[config.mk]
export PLATFORM = sky130hd
export DESIGN_NAME = avs_reg_arbiter
export DESIGN_NICKNAME = d
export VERILOG_FILES = /design/src/rtl/avs_reg_arbiter.sv
export SDC_FILE = /design/constraint.sdc
export NUM_CORES = 1
export LEC_CHECK = 0
export ABC_CLOCK_PERIOD_IN_PS = 1400
export CAP_MARGIN = 30
export CORE_MARGIN = 3
export CORE_UTILIZATION = 30
export DETAILED_ROUTE_END_ITERATION = 6
export GPL_TIMING_DRIVEN = 1
export PLACE_DENSITY = 0.66
export SYNTH_ARGS = -nofsm -noshare
export SYNTH_HDL_FRONTEND = slang
export SYNTH_SLANG_ARGS = --single-unit
[constraint.sdc]
create_clock -name csi_clockreset_clk -period 1.4 [get_ports csi_clockreset_clk]
set_input_delay 0.28 -clock csi_clockreset_clk [delete_from_list [all_inputs] [get_ports csi_clockreset_clk]]
set_output_delay 0.28 -clock csi_clockreset_clk [all_outputs]
set_load 0.1 [all_outputs]
[src/rtl/avs_reg_arbiter.sv]
// Round-robin arbiter sharing one Avalon-MM register slave between NUM_REQ masters.
// Optional stall timeout on the slave port is built when ARB_TIMEOUT_EN is defined.
module avs_reg_arbiter #(
    parameter int unsigned NUM_REQ        = 2,
    parameter int unsigned ADDR_W         = 4,
    parameter int unsigned DATA_W         = 8,
    parameter int unsigned TIMEOUT_CYCLES = 16
) (
    input  logic                      csi_clockreset_clk,
    input  logic                      csi_clockreset_reset,
    input  logic [NUM_REQ*ADDR_W-1:0] avs_req_address,
    input  logic [NUM_REQ*DATA_W-1:0] avs_req_writedata,
    input  logic [NUM_REQ-1:0]        avs_req_write_n,
    input  logic [NUM_REQ-1:0]        avs_req_read_n,
    output logic [DATA_W-1:0]         avs_req_readdata,
    output logic [NUM_REQ-1:0]        avs_req_waitrequest_n,
    output logic [ADDR_W-1:0]         avm_address,
    output logic [DATA_W-1:0]         avm_writedata,
    output logic                      avm_write_n,
    output logic                      avm_read_n,
    input  logic [DATA_W-1:0]         avm_readdata,
    input  logic                      avm_waitrequest_n,
    output logic [NUM_REQ-1:0]        arb_grant,
    output logic                      arb_error
);

    localparam int unsigned IdxW = (NUM_REQ > 1) ? $clog2(NUM_REQ) : 1;

    typedef enum logic [1:0] {StIdle, StIssue, StDone} state_e;

    state_e              state_q, state_d;
    logic [NUM_REQ-1:0]  grant_q, grant_d;
    logic [IdxW-1:0]     last_q, last_d;
    logic [ADDR_W-1:0]   addr_q, addr_d;
    logic [DATA_W-1:0]   wdata_q, wdata_d;
    logic                write_n_q, write_n_d;
    logic                read_n_q, read_n_d;
    logic [DATA_W-1:0]   rdata_q, rdata_d;
    logic [NUM_REQ-1:0]  ack_q, ack_d;
    logic                err_q, err_d;

`ifdef ARB_TIMEOUT_EN
    localparam int unsigned StallW = $clog2(TIMEOUT_CYCLES + 1);
    logic [StallW-1:0]   stall_q, stall_d;
`endif

    logic [NUM_REQ-1:0]  pending;
    logic                hi_valid, lo_valid, pick_valid;
    logic [IdxW-1:0]     hi_idx, lo_idx, pick_idx;
    logic [ADDR_W-1:0]   pick_addr;
    logic [DATA_W-1:0]   pick_wdata;
    logic                pick_write;

    assign pending = ~avs_req_write_n | ~avs_req_read_n;

    // Lowest pending index above last grant wins; otherwise wrap to the lowest pending index.
    always_comb begin
        hi_valid = 1'b0;
        lo_valid = 1'b0;
        hi_idx   = '0;
        lo_idx   = '0;
        for (int i = NUM_REQ - 1; i >= 0; i--) begin
            if (pending[i]) begin
                if (IdxW'(i) > last_q) begin
                    hi_valid = 1'b1;
                    hi_idx   = IdxW'(i);
                end else begin
                    lo_valid = 1'b1;
                    lo_idx   = IdxW'(i);
                end
            end
        end
        pick_valid = hi_valid | lo_valid;
        pick_idx   = hi_valid ? hi_idx : lo_idx;
    end

    always_comb begin
        pick_addr  = '0;
        pick_wdata = '0;
        pick_write = 1'b0;
        for (int i = 0; i < NUM_REQ; i++) begin
            if (IdxW'(i) == pick_idx) begin
                pick_addr  = avs_req_address[i*ADDR_W +: ADDR_W];
                pick_wdata = avs_req_writedata[i*DATA_W +: DATA_W];
                pick_write = ~avs_req_write_n[i];
            end
        end
    end

    always_comb begin
        state_d   = state_q;
        grant_d   = grant_q;
        last_d    = last_q;
        addr_d    = addr_q;
        wdata_d   = wdata_q;
        write_n_d = write_n_q;
        read_n_d  = read_n_q;
        rdata_d   = rdata_q;
        ack_d     = '0;
        err_d     = 1'b0;
`ifdef ARB_TIMEOUT_EN
        stall_d   = stall_q;
`endif
        unique case (state_q)
            StIdle: begin
                if (pick_valid) begin
                    state_d   = StIssue;
                    grant_d   = NUM_REQ'(1) << pick_idx;
                    last_d    = pick_idx;
                    addr_d    = pick_addr;
                    wdata_d   = pick_wdata;
                    // Write has precedence when both strobes are low.
                    write_n_d = ~pick_write;
                    read_n_d  = pick_write;
`ifdef ARB_TIMEOUT_EN
                    stall_d   = '0;
`endif
                end
            end
            StIssue: begin
                if (avm_waitrequest_n) begin
                    if (!read_n_q) begin
                        rdata_d = avm_readdata;
                    end
                    write_n_d = 1'b1;
                    read_n_d  = 1'b1;
                    ack_d     = grant_q;
                    state_d   = StDone;
                end
`ifdef ARB_TIMEOUT_EN
                else if (stall_q == StallW'(TIMEOUT_CYCLES - 1)) begin
                    if (!read_n_q) begin
                        rdata_d = DATA_W'(8'hEE);
                    end
                    write_n_d = 1'b1;
                    read_n_d  = 1'b1;
                    ack_d     = grant_q;
                    err_d     = 1'b1;
                    state_d   = StDone;
                end else begin
                    stall_d = stall_q + 1'b1;
                end
`endif
            end
            StDone: begin
                grant_d = '0;
                state_d = StIdle;
            end
            default: begin
                state_d = StIdle;
            end
        endcase
    end

    always_ff @(posedge csi_clockreset_clk or posedge csi_clockreset_reset) begin
        if (csi_clockreset_reset) begin
            state_q   <= StIdle;
            grant_q   <= '0;
            last_q    <= IdxW'(NUM_REQ - 1);
            addr_q    <= '0;
            wdata_q   <= '0;
            write_n_q <= 1'b1;
            read_n_q  <= 1'b1;
            rdata_q   <= '0;
            ack_q     <= '0;
            err_q     <= 1'b0;
        end else begin
            state_q   <= state_d;
            grant_q   <= grant_d;
            last_q    <= last_d;
            addr_q    <= addr_d;
            wdata_q   <= wdata_d;
            write_n_q <= write_n_d;
            read_n_q  <= read_n_d;
            rdata_q   <= rdata_d;
            ack_q     <= ack_d;
            err_q     <= err_d;
        end
    end

`ifdef ARB_TIMEOUT_EN
    always_ff @(posedge csi_clockreset_clk or posedge csi_clockreset_reset) begin
        if (csi_clockreset_reset) begin
            stall_q <= '0;
        end else begin
            stall_q <= stall_d;
        end
    end
`endif

    assign avs_req_readdata      = rdata_q;
    assign avs_req_waitrequest_n = ack_q;
    assign avm_address           = addr_q;
    assign avm_writedata         = wdata_q;
    assign avm_write_n           = write_n_q;
    assign avm_read_n            = read_n_q;
    assign arb_grant             = grant_q;
    assign arb_error             = err_q;

endmodule

======== After elaboration in Yosys (flattened, before gate mapping) ========
Cells that the tools add are included.
cells by class
  equal/unequal tests ..................... 4
  bitwise operators ....................... 8
  reductions and logical operators ........ 8
  shifts and indexed selects .............. 1
  $lt $le $gt $ge ......................... 2
  mux-type cells .......................... 28
operator list
  operator             count
  $mux 1               17
  $mux 2               5
  $mux 8               1
  $pmux 2 s2           2
  $reduce_and 2->1     3
  $reduce_and 3->1     2
  $mux 4               1
  $ne 2x2->1 const B   2
  $not 1->1            4
  $not 2->2            2
  $pmux 1 s2           2
  $reduce_bool 2->1    2
  $eq 2x1->1 const B   1
  $eq 2x2->1 const B   1
  $gt 1x1->1 const A   2
  $logic_not 2->1      1
  $or 2x2->2           1
  $shl 1x1->2 const A  1
  $or 1x1->1           1
word-level totals
  bits in registers ....................... 29
  logic and storage cells ................. 60
  output and inout port bits .............. 27
  input bits .............................. 39

======== Logic depth before layout (Yosys ltp) ========
Gate-level depths: netlist of run 1.
  word-level depth ........................ 10
  gate-level depth with buffers ........... 5
  mapped depth without buffers ............ 3

======== Least setup slack after synthesis of run 1 ========
Ideal clock, no wire load.
  path type ............................... reg-to-reg
  start ................................... register read_n_q (netlist: avm_read_n)
  end ..................................... register rdata_q[0] (netlist: avs_req_readdata[0])
  data required time ...................... 1274 ps
  arrival time ............................ 1372 ps
  library setup time ...................... 126 ps
  buffers on the path ..................... 1
  stages on the path, launching flop included .. 4
  slack ................................... -99 ps
  clock period less this slack ............ 1499 ps
  path through ............................ dfstp_2 > nor2b_4 > buf_6 > mux2_4
between the ends
  word-level cells in the longest chain between the ends .. 2
ends and longest elaborated chain
  item                        RTL line  text
  start: declaration          37        logic read_n_q, read_n_d;
  start signal: assignment    174       read_n_q <= read_n_d;
  $not 1->1 (no line)         n/a
  $reduce_and 3->1 (no line)  n/a
  end signal: assignment      175       rdata_q <= rdata_d;
  end: declaration            38        logic [DATA_W-1:0] rdata_q, rdata_d;
No other way between the ends.
A chain may end at the register's enable or synchronous reset.

======== Worst setup path in the final report of run 1 ========
  start ................................... register state_q[1]
  end ..................................... register rdata_q[6] (netlist: avs_req_readdata[6])
between the ends
  word-level cells in the longest chain between the ends .. 2
ends and longest elaborated chain
  item                        RTL line  text
  start: declaration          31        state_e state_q, state_d;
  start signal: assignment    157       state_q <= StIdle;
  start signal: assignment    168       state_q <= state_d;
  $eq 2x1->1                  104       unique case (state_q)
  $reduce_and 3->1 (no line)  n/a
No other way between the ends.

==> flow_summary_export.csv, run 1 <==
group,metric,value,unit
cells_and_area,num_antenna_cells,0,
synth,yosysTopAreaCellShare,0.500,
placement,place_congestion,0.720,
run,cap_viol_max_count,0,
timing,skew,0.00741,ns
timing,rsz0062_at_grt,"yes",
cells_and_area,nets,212,
synth,ys_types,27,
placement,dp_hpwl,2.86,mm
timing,fmax,0.710,GHz
cells_and_area,drive_above_1_share,0.362,
timing,post-route-min-period,1.41,ns
clock_network,clock_sinks,29,
floorplan,ios,66,
synth,async_reset_ff_frac,1.00,
global_routing,overflow,0,
floorplan,die_w,71.9,um
global_routing,gr-usage-all-layers,0.151,
floorplan,die_y,71.9,um
clock_network,clk_pin_slew,0.06,ns
synth,synth_top_cell_by_area,"dfrtp_1",
timing,timing.final.crit_share,1.01,
cells_and_area,areaGrowthSynthToFinish,86.3,%
setup_path,worstPathMaxFanout,8,
route,num_vias,1121,
synth,seq_area_frac_synth,0.560,
synth,synth_fp_nets,135,
cells_and_area,register_area,734,um2
floorplan,initial_core_util,0.319,
global_routing,antenna_found_initial,0,
clock_network,cts_tree,"done",
route,avgRoutedWirePerCell,16.3,um
timing,holdWs,0.339,ns
setup_path,end_kind,"register",
floorplan,design.die.area,5170,um2
floorplan,rows,23,
timing,finalWorstSetupSlack,-0.00834,ns
placement,numPortBuffers,64,
setup_path,criticalPathCategory,"register to register",
global_routing,grt_max_degree,18,
route,drtPass1Iterations,4,
synth,syn_inst,96,
min_path,hold_class,"primary input to async pin",
timing,finalHoldViolations,0,
route,routed_via_density,5.00,
setup_path,arrival,1.56,ns
floorplan,coreArea,4090,um2
clock_network,root_buffer,"clkbuf_8",
synth,yosysWarnings,0,
setup_path,start_kind,"register",
cells_and_area,multiInputGateArea,524,um2
placement,place_ws,-0.309,ns
cells_and_area,final_cell_mix,"34 x clkdlybuf4s50_1, 27 x buf_12, 25 x dfrtp_1, 12 x a21boi_0, 12 x a221o_1",
outcome,violations,"setup timing",
cells_and_area,fillers,322,
clock_network,clk_latency,0.27,ns
clock_network,cts_buffers,5,
synth,syn_area,1300,um2
setup_path,startpoint,"state_q[1]",
timing,drv_slew,0,
global_routing,grt_pass1_vias,1194,
setup_path,worstRegToRegCells,4,
route,ant_nets,0,
clock_network,clockBufferDepth,2,
cells_and_area,final_common_cell,"clkdlybuf4s50_1",
route,drc,0,
route,wirelength,3.65,mm
route,drt_iter0_markers,22,
clock_network,post_cts_buffers,0,
outcome,status,"finished with violations",
synth,synth_edf_count,0,
synth,synth.avg_cell_area,13.6,um2
setup_path,r2r-start,"state_q[1]",
synth,synth_area_leaders,"dfrtp_1 50%, a221o_1 9.2%, mux2_4 9.2%",
synth,ys_seq_elements,29,
global_routing,grt_pass1_wl,6.04,mm
synth,ys.flop_type,"dfrtp_1",
setup_path,crit_required,1.55,ns
clock_network,ctsHoldBuffers,0,
timing,setup_viol,5,
clock_network,htree_levels,2,
-- synthesized netlist by cell type (all sizes together) (2+ instances only) --
cell type and instances:
nor2b 2, dfstp 3, a211oi 2, o21ai 2, a21o 2, a21oi 2, a221o 12, dfrtp 26
nand2 2, buf 7, nor2 3, and2 2, a21boi 12, a211o 2, mux2 8
-- cell type report --
type                       instances  area share
timing repair buffer              77       0.421
inverter                           1     0.00155
clock buffer                       8      0.0330
multi-input combinational         59       0.216
tap                               50      0.0258
sequential                        29       0.303
-- stage by stage --
step                setup TNS, ns   util  instances  area [um2]
floorplan                 -0.0976      -         96        1310
global placement            -5.63  0.570        216        2330
detailed placement          -6.58  0.570        216        2330
CTS                        -0.178  0.588        224        2400
global route               -0.531  0.594        224        2430
finish                    -0.0276  0.594        224        2430
-- logic make-up (layout without fill, tap and decap cells) --
family	after synthesis	after routing	share of synthesized area
mux	8	8	0.0922
other cells	1	1	0.00288
flops	29	29	0.560
compound gates	38	38	0.242
buf+inv	8	86	0.0432
simple gates	12	12	0.0596
-- worst max-delay path, cell delays in order (launching register included) --
cell     delay (ns)
dfrtp_2        0.44
and3b_1        0.24
nor2b_4        0.17
buf_12         0.14
mux2_4         0.30
-- path summary, 6_finish.rpt --
check	endpoint	slack [ns]
setup / recovery	avs_req_readdata[6]	-0.008
hold / removal	arb_grant[0]	0.34
setup reg to reg	avs_req_readdata[6]	-0.008
hold reg to reg	state_q[0]	0.51
max in group asynchronous	last_q	0.83
min in group csi_clockreset_clk	last_q	0.47
-- state kept, by name (all words and copies together) (netlist names) --
signal,flops
avm_writedata,8
avs_req_readdata,8
avm_address,4
arb_grant,2
avs_req_waitrequest_n,2
state_q,2
avm_read_n,1
avm_write_n,1
last_q,1
-- layer usage --
metal  vias to the layer above  part of all wire  GRT usage  routed length [um]
li1                        521                 -          -                   -
met1                       541              0.43      0.203                1550
met2                        59              0.46      0.222                1680
met3                         0              0.11     0.0762                 419
met4                         0                 0     0.0251                   0
met5                         -                 0          0                   0
-- repair_timing --
action | CTS | global route
endpoints found under the hold margin | 0 | 0
setup endpoints to repair | 15 | 21
gates resized for setup | 2 | 7
cloned | 0 | 0
pin swaps | 0 | 1
Power of run 1 is not shown: default switching activity piles up to over one toggle a cycle in this logic, so the estimate is an artifact.
==> inputs of run 2 (changes only) <==
- ABC_CLOCK_PERIOD_IN_PS: 1400 -> 1480
- CAP_MARGIN: 30 -> 20
- PLACE_DENSITY: 0.66 -> unset
- clock period: 1.4 -> 1.48 ns (I/O delays scaled with it)
==> flow_summary_export.csv, run 2 (synthesis gave the netlist of run 1 again) <==
group,metric,value,unit
outcome,status,"completed",
setup_path,criticalPathCategory,"primary input to register",
route,drtPass1Iterations,4,
setup_path,end_kind,"register",
setup_path,arrival,1.63,ns
setup_path,crit_required,1.68,ns
placement,dp_hpwl,2.73,mm
setup_path,crit_family,"compound AO/OA/AOI/OAI gates",
global_routing,grt_max_degree,22,
clock_network,clockBufferDepth,2,
floorplan,die_w,71.9,um
clock_network,root_buffer,"clkbuf_8",
cells_and_area,final_common_cell,"clkdlybuf4s50_1",
clock_network,cts_tree,"done",
cells_and_area,nets,208,
global_routing,antenna_found_initial,0,
floorplan,ios,66,
timing,drv_slew,0,
setup_path,worstPathMaxFanout,6,
cells_and_area,final_cell_mix,"38 x clkdlybuf4s50_1, 29 x buf_12, 26 x dfrtp_1, 12 x a21boi_0, 12 x a221o_1",
placement,numPortBuffers,64,
clock_network,htree_levels,2,
cells_and_area,drive_above_1_share,0.355,
floorplan,coreArea,4090,um2
cells_and_area,num_antenna_cells,0,
clock_network,clock_sinks,29,
floorplan,die_y,71.9,um
setup_path,crit_path_top_delay_cell,"clkdlybuf4s50_1",
floorplan,rows,23,
global_routing,grt_pass1_vias,1206,
route,ant_nets,0,
route,avgRoutedWirePerCell,16.4,um
placement,place_congestion,0.765,
global_routing,overflow,0,
cells_and_area,fillers,333,
setup_path,timing.critical_path.buf_inv,2,
route,num_vias,1084,
timing,post-route-min-period,1.43,ns
clock_network,post_cts_buffers,0,
placement,post_dp_cell_area,2310,um2
timing,setup_viol,0,
cells_and_area,stdcell_count,219,
setup_path,crit_chain,"clkdlybuf4s50_1 -> a211o_2 -> a21oi_2 -> buf_4 -> a221o_1",
cells_and_area,areaGrowthSynthToFinish,85.7,%
timing,fmax,0.700,GHz
cells_and_area,final_area,2420,um2
run,cap_viol_max_count,0,
route,drt_iter0_markers,34,
setup_path,start_kind,"primary input",
route,wirelength,3.58,mm
clock_network,clk_pin_slew,0.06,ns
timing,rsz0062_at_grt,"yes",
setup_path,max_stage_delay,0.47,ns
global_routing,gr-usage-all-layers,0.150,
global_routing,grt_pass1_wl,6.07,mm
placement,dpl.cell_count,211,
clock_network,clk_latency,0.26,ns
timing,finalHoldViolations,0,
route,routed_via_density,4.95,
timing,fin_tns_setup,0,ns
route,drc,0,
timing,skew,0.00244,ns
floorplan,initial_core_util,0.319,
min_path,hold_class,"primary input to async pin",
timing,timing.final.crit_share,0.965,
clock_network,cts_buffers,5,
floorplan,design.die.area,5170,um2
-- run 2: cell types whose count changed in the layout (fill, tap and decap cells not counted), sizes merged --
| cell | before | now |
|---|---|---|
| dlygate4sd2 | 2 | 0 |
| dlymetal6s2s | 2 | 0 |
| buf | 39 | 35 |
| clkbuf | 8 | 7 |
| clkdlybuf4s50 | 34 | 38 |
-- run 2: worst paths after layout --
check | start | end | slack, ns | cells past startpoint
setup / recovery | avs_req_read_n[1] | avm_writedata[0] | 0.05 | 5
hold / removal | csi_clockreset_reset | state_q[1] | 0.34 | 2
setup reg to reg | state_q[1] | avs_req_readdata[5] | 0.07 | 4
hold reg to reg | last_q | last_q | 0.53 | 2
max in group asynchronous | csi_clockreset_reset | avs_req_waitrequest_n[0] | 0.70 | 3
min in group csi_clockreset_clk | last_q | last_q | 0.53 | 2
-- run 2: area by class of cell --
| type | instances | area, um2 | area share |
|---|---|---|---|
| Timing Repair Buffer | 73 | 1010 | 0.417 |
| Clock buffer | 7 | 86.3 | 0.0357 |
| Inverter | 1 | 3.75 | 0.00155 |
| Tap cell | 50 | 62.6 | 0.0259 |
| Sequential cell | 29 | 733 | 0.303 |
| Multi-Input combinational cell | 59 | 523 | 0.216 |
-- run 2: worst reg2reg max path, cell delays in order (launching register included) --
cell	delay [ns]
dfrtp_1	0.43
and3b_1	0.26
nor2b_4	0.17
buf_12	0.14
mux2_4	0.30
-- run 2: what timing repair did --
item / in CTS / in global routing
resized for setup: 0 / 5
setup endpoints to repair: 0 / 11
hold buffers: 0 / 0
endpoints found under the hold margin: 0 / 0
-- run 2: through the flow --
step / setup slack, ns / hold WS (ns) / utilization
floorplan: 0.0678 / 0.372 / -
global placement: -0.193 / 0.494 / 0.566
detailed placement: -0.235 / 0.531 / 0.566
CTS: 0.0452 / 0.342 / 0.588
global route: -0.00774 / 0.370 / 0.592
finish: 0.0515 / 0.342 / 0.592
-- run 2: per-layer routing --
metal	vias to the layer above	share of wire	routed length, um	track usage
li1	509	-	-	-
met1	517	0.44	1560	0.196
met2	52	0.47	1670	0.236
met3	6	0.083	296	0.0512
met4	0	0.014	50	0.0438
met5	-	0	0	0
Power of run 2 is left out for the same reason.
==> inputs of run 3 (changes only) <==
- ABC_CLOCK_PERIOD_IN_PS: 1480 -> 1700
- clock period: 1.48 -> 1.7 ns (I/O delays scaled with it)
==> flow_summary_export.csv, run 3 (synthesis gave the netlist of run 1 again) <==
group,metric,value,unit
outcome,status,"completed",
timing,finalHoldViolations,0,
timing,fmax,0.684,GHz
timing,setup_viol,0,
global_routing,grt_pass1_vias,1215,
global_routing,grt_max_degree,30,
setup_path,arrival,1.67,ns
route,num_vias,1093,
floorplan,rows,23,
global_routing,antenna_found_initial,0,
clock_network,clock_sinks,29,
min_path,hold_class,"primary input to async pin",
setup_path,end_kind,"register",
timing,holdWs,0.446,ns
cells_and_area,final_cell_mix,"38 x clkdlybuf4s50_1, 28 x buf_12, 26 x dfrtp_1, 12 x a21boi_0, 12 x a221o_1",
placement,place_congestion,0.771,
floorplan,coreArea,4090,um2
setup_path,start_kind,"primary input",
setup_path,worstPathMaxFanout,8,
cells_and_area,nets,207,
route,avgRoutedWirePerCell,16.1,um
timing,post-route-min-period,1.46,ns
setup_path,timing.critical_path.buf_inv,2,
clock_network,cts_tree,"done",
clock_network,clockBufferDepth,2,
route,wirelength,3.53,mm
global_routing,overflow,0,
timing,skew,0.00401,ns
setup_path,crit_path_top_delay_cell,"clkdlybuf4s50_1",
floorplan,design.die.area,5170,um2
route,drtPass1Iterations,4,
timing,rsz0062_at_grt,"no",
setup_path,crit_required,1.91,ns
route,routed_via_density,4.99,
floorplan,initial_core_util,0.319,
floorplan,ios,66,
setup_path,reg2reg_to,"avs_req_readdata[6]",
setup_path,criticalPathCategory,"primary input to register",
clock_network,clk_latency,0.28,ns
placement,numPortBuffers,64,
route,ant_nets,0,
cells_and_area,drive_above_1_share,0.337,
setup_path,r2r-start,"state_q[1]",
cells_and_area,final_common_cell,"clkdlybuf4s50_1",
route,drt_iter0_markers,56,
setup_path,r2r_slack,0.29,ns
placement,dp_hpwl,2.69,mm
floorplan,die_y,71.9,um
clock_network,root_buffer,"clkbuf_8",
setup_path,max_stage_delay,0.47,ns
clock_network,htree_levels,2,
clock_network,clk_pin_slew,0.06,ns
cells_and_area,areaGrowthSynthToFinish,83.4,%
clock_network,post_cts_resized,0,
clock_network,cts_buffers,5,
setup_path,worstRegToRegCells,4,
setup_path,crit_family,"buffers and inverters",
timing,timing.final.crit_share,0.860,
global_routing,grt_pass1_wl,5.78,mm
cells_and_area,num_antenna_cells,0,
floorplan,die_w,71.9,um
global_routing,gr-usage-all-layers,0.146,
setup_path,crit_chain,"clkdlybuf4s50_1 -> a211o_2 -> nor2_1 -> buf_4 -> a221o_1",
run,cap_viol_max_count,0,
route,drc,0,
timing,drv_slew,0,
clock_network,post_cts_buffers,0,
clock_network,ctsHoldBuffers,0,
==> run 3: cell types whose count changed in the layout (fill, tap and decap cells not counted) <==
| cell | before | now |
|---|---|---|
| a21oi_1 | 1 | 2 |
| a21oi_2 | 1 | 0 |
| buf_12 | 29 | 28 |
| buf_4 | 5 | 6 |
| buf_6 | 1 | 0 |
| clkbuf_1 | 1 | 2 |
| dfstp_2 | 2 | 3 |
| dfstp_4 | 1 | 0 |
| nor2_1 | 2 | 3 |
| nor2_2 | 1 | 0 |
==> run 3: cell type report <==
class / instances / area [um2]
well taps: 50 / 62.6
repair buffers: 72 / 986
multi-input cells: 59 / 517
flip-flops and latches: 29 / 729
inverters: 1 / 3.75
clock buffers: 8 / 90.1
fillers: 324 / 1700
==> run 3: through the flow <==
step / area [um2] / setup slack (ns) / util / TNS (ns) / std cells
floorplan: 1300 / 0.201 / - / 0 / 96
global placement: 2300 / -0.0129 / 0.562 / -0.112 / 211
finish: 2390 / 0.238 / 0.585 / 0 / 219
CTS: 2390 / 0.242 / 0.585 / 0 / 219
global route: 2390 / 0.170 / 0.585 / 0 / 219
detailed placement: 2300 / -0.0494 / 0.562 / -0.600 / 211
==> run 3: worst max path at each step <==
| stage | start | to | slack (ns) | depth (start not counted) |
|---|---|---|---|---|
| 6_report | avs_req_read_n[0] | avm_writedata[5] | 0.24 | 5 |
| 5_1_grt | avs_req_read_n[0] | avm_writedata[5] | 0.17 | 5 |
| 4_1_cts | avs_req_read_n[0] | avm_writedata[5] | 0.24 | 5 |
| 3_5_place_dp | avs_req_read_n[1] | avm_writedata[5] | -0.05 | 5 |
| 3_3_place_gp | avm_waitrequest_n | avs_req_readdata[2] | -0.01 | 5 |
| 2_1_floorplan | avm_read_n | avs_req_readdata[0] | 0.20 | 3 |
==> run 3: worst reg2reg max path: stages (launching register included) <==
cell	delay, ns
dfrtp_1	0.43
and3b_1	0.26
nor2b_4	0.16
buf_12	0.14
mux2_4	0.30
==> run 3: routing by layer <==
| metal | global-route usage | wire length (um) | share of wire | up-vias |
|---|---|---|---|---|
| li1 | - | - | - | 511 |
| met1 | 0.180 | 1540 | 0.44 | 519 |
| met2 | 0.226 | 1580 | 0.45 | 55 |
| met3 | 0.0693 | 355 | 0.10 | 8 |
| met4 | 0.0501 | 54 | 0.015 | 0 |
| met5 | 0 | 0 | 0 | - |
Power of run 3 is left out for the same reason.
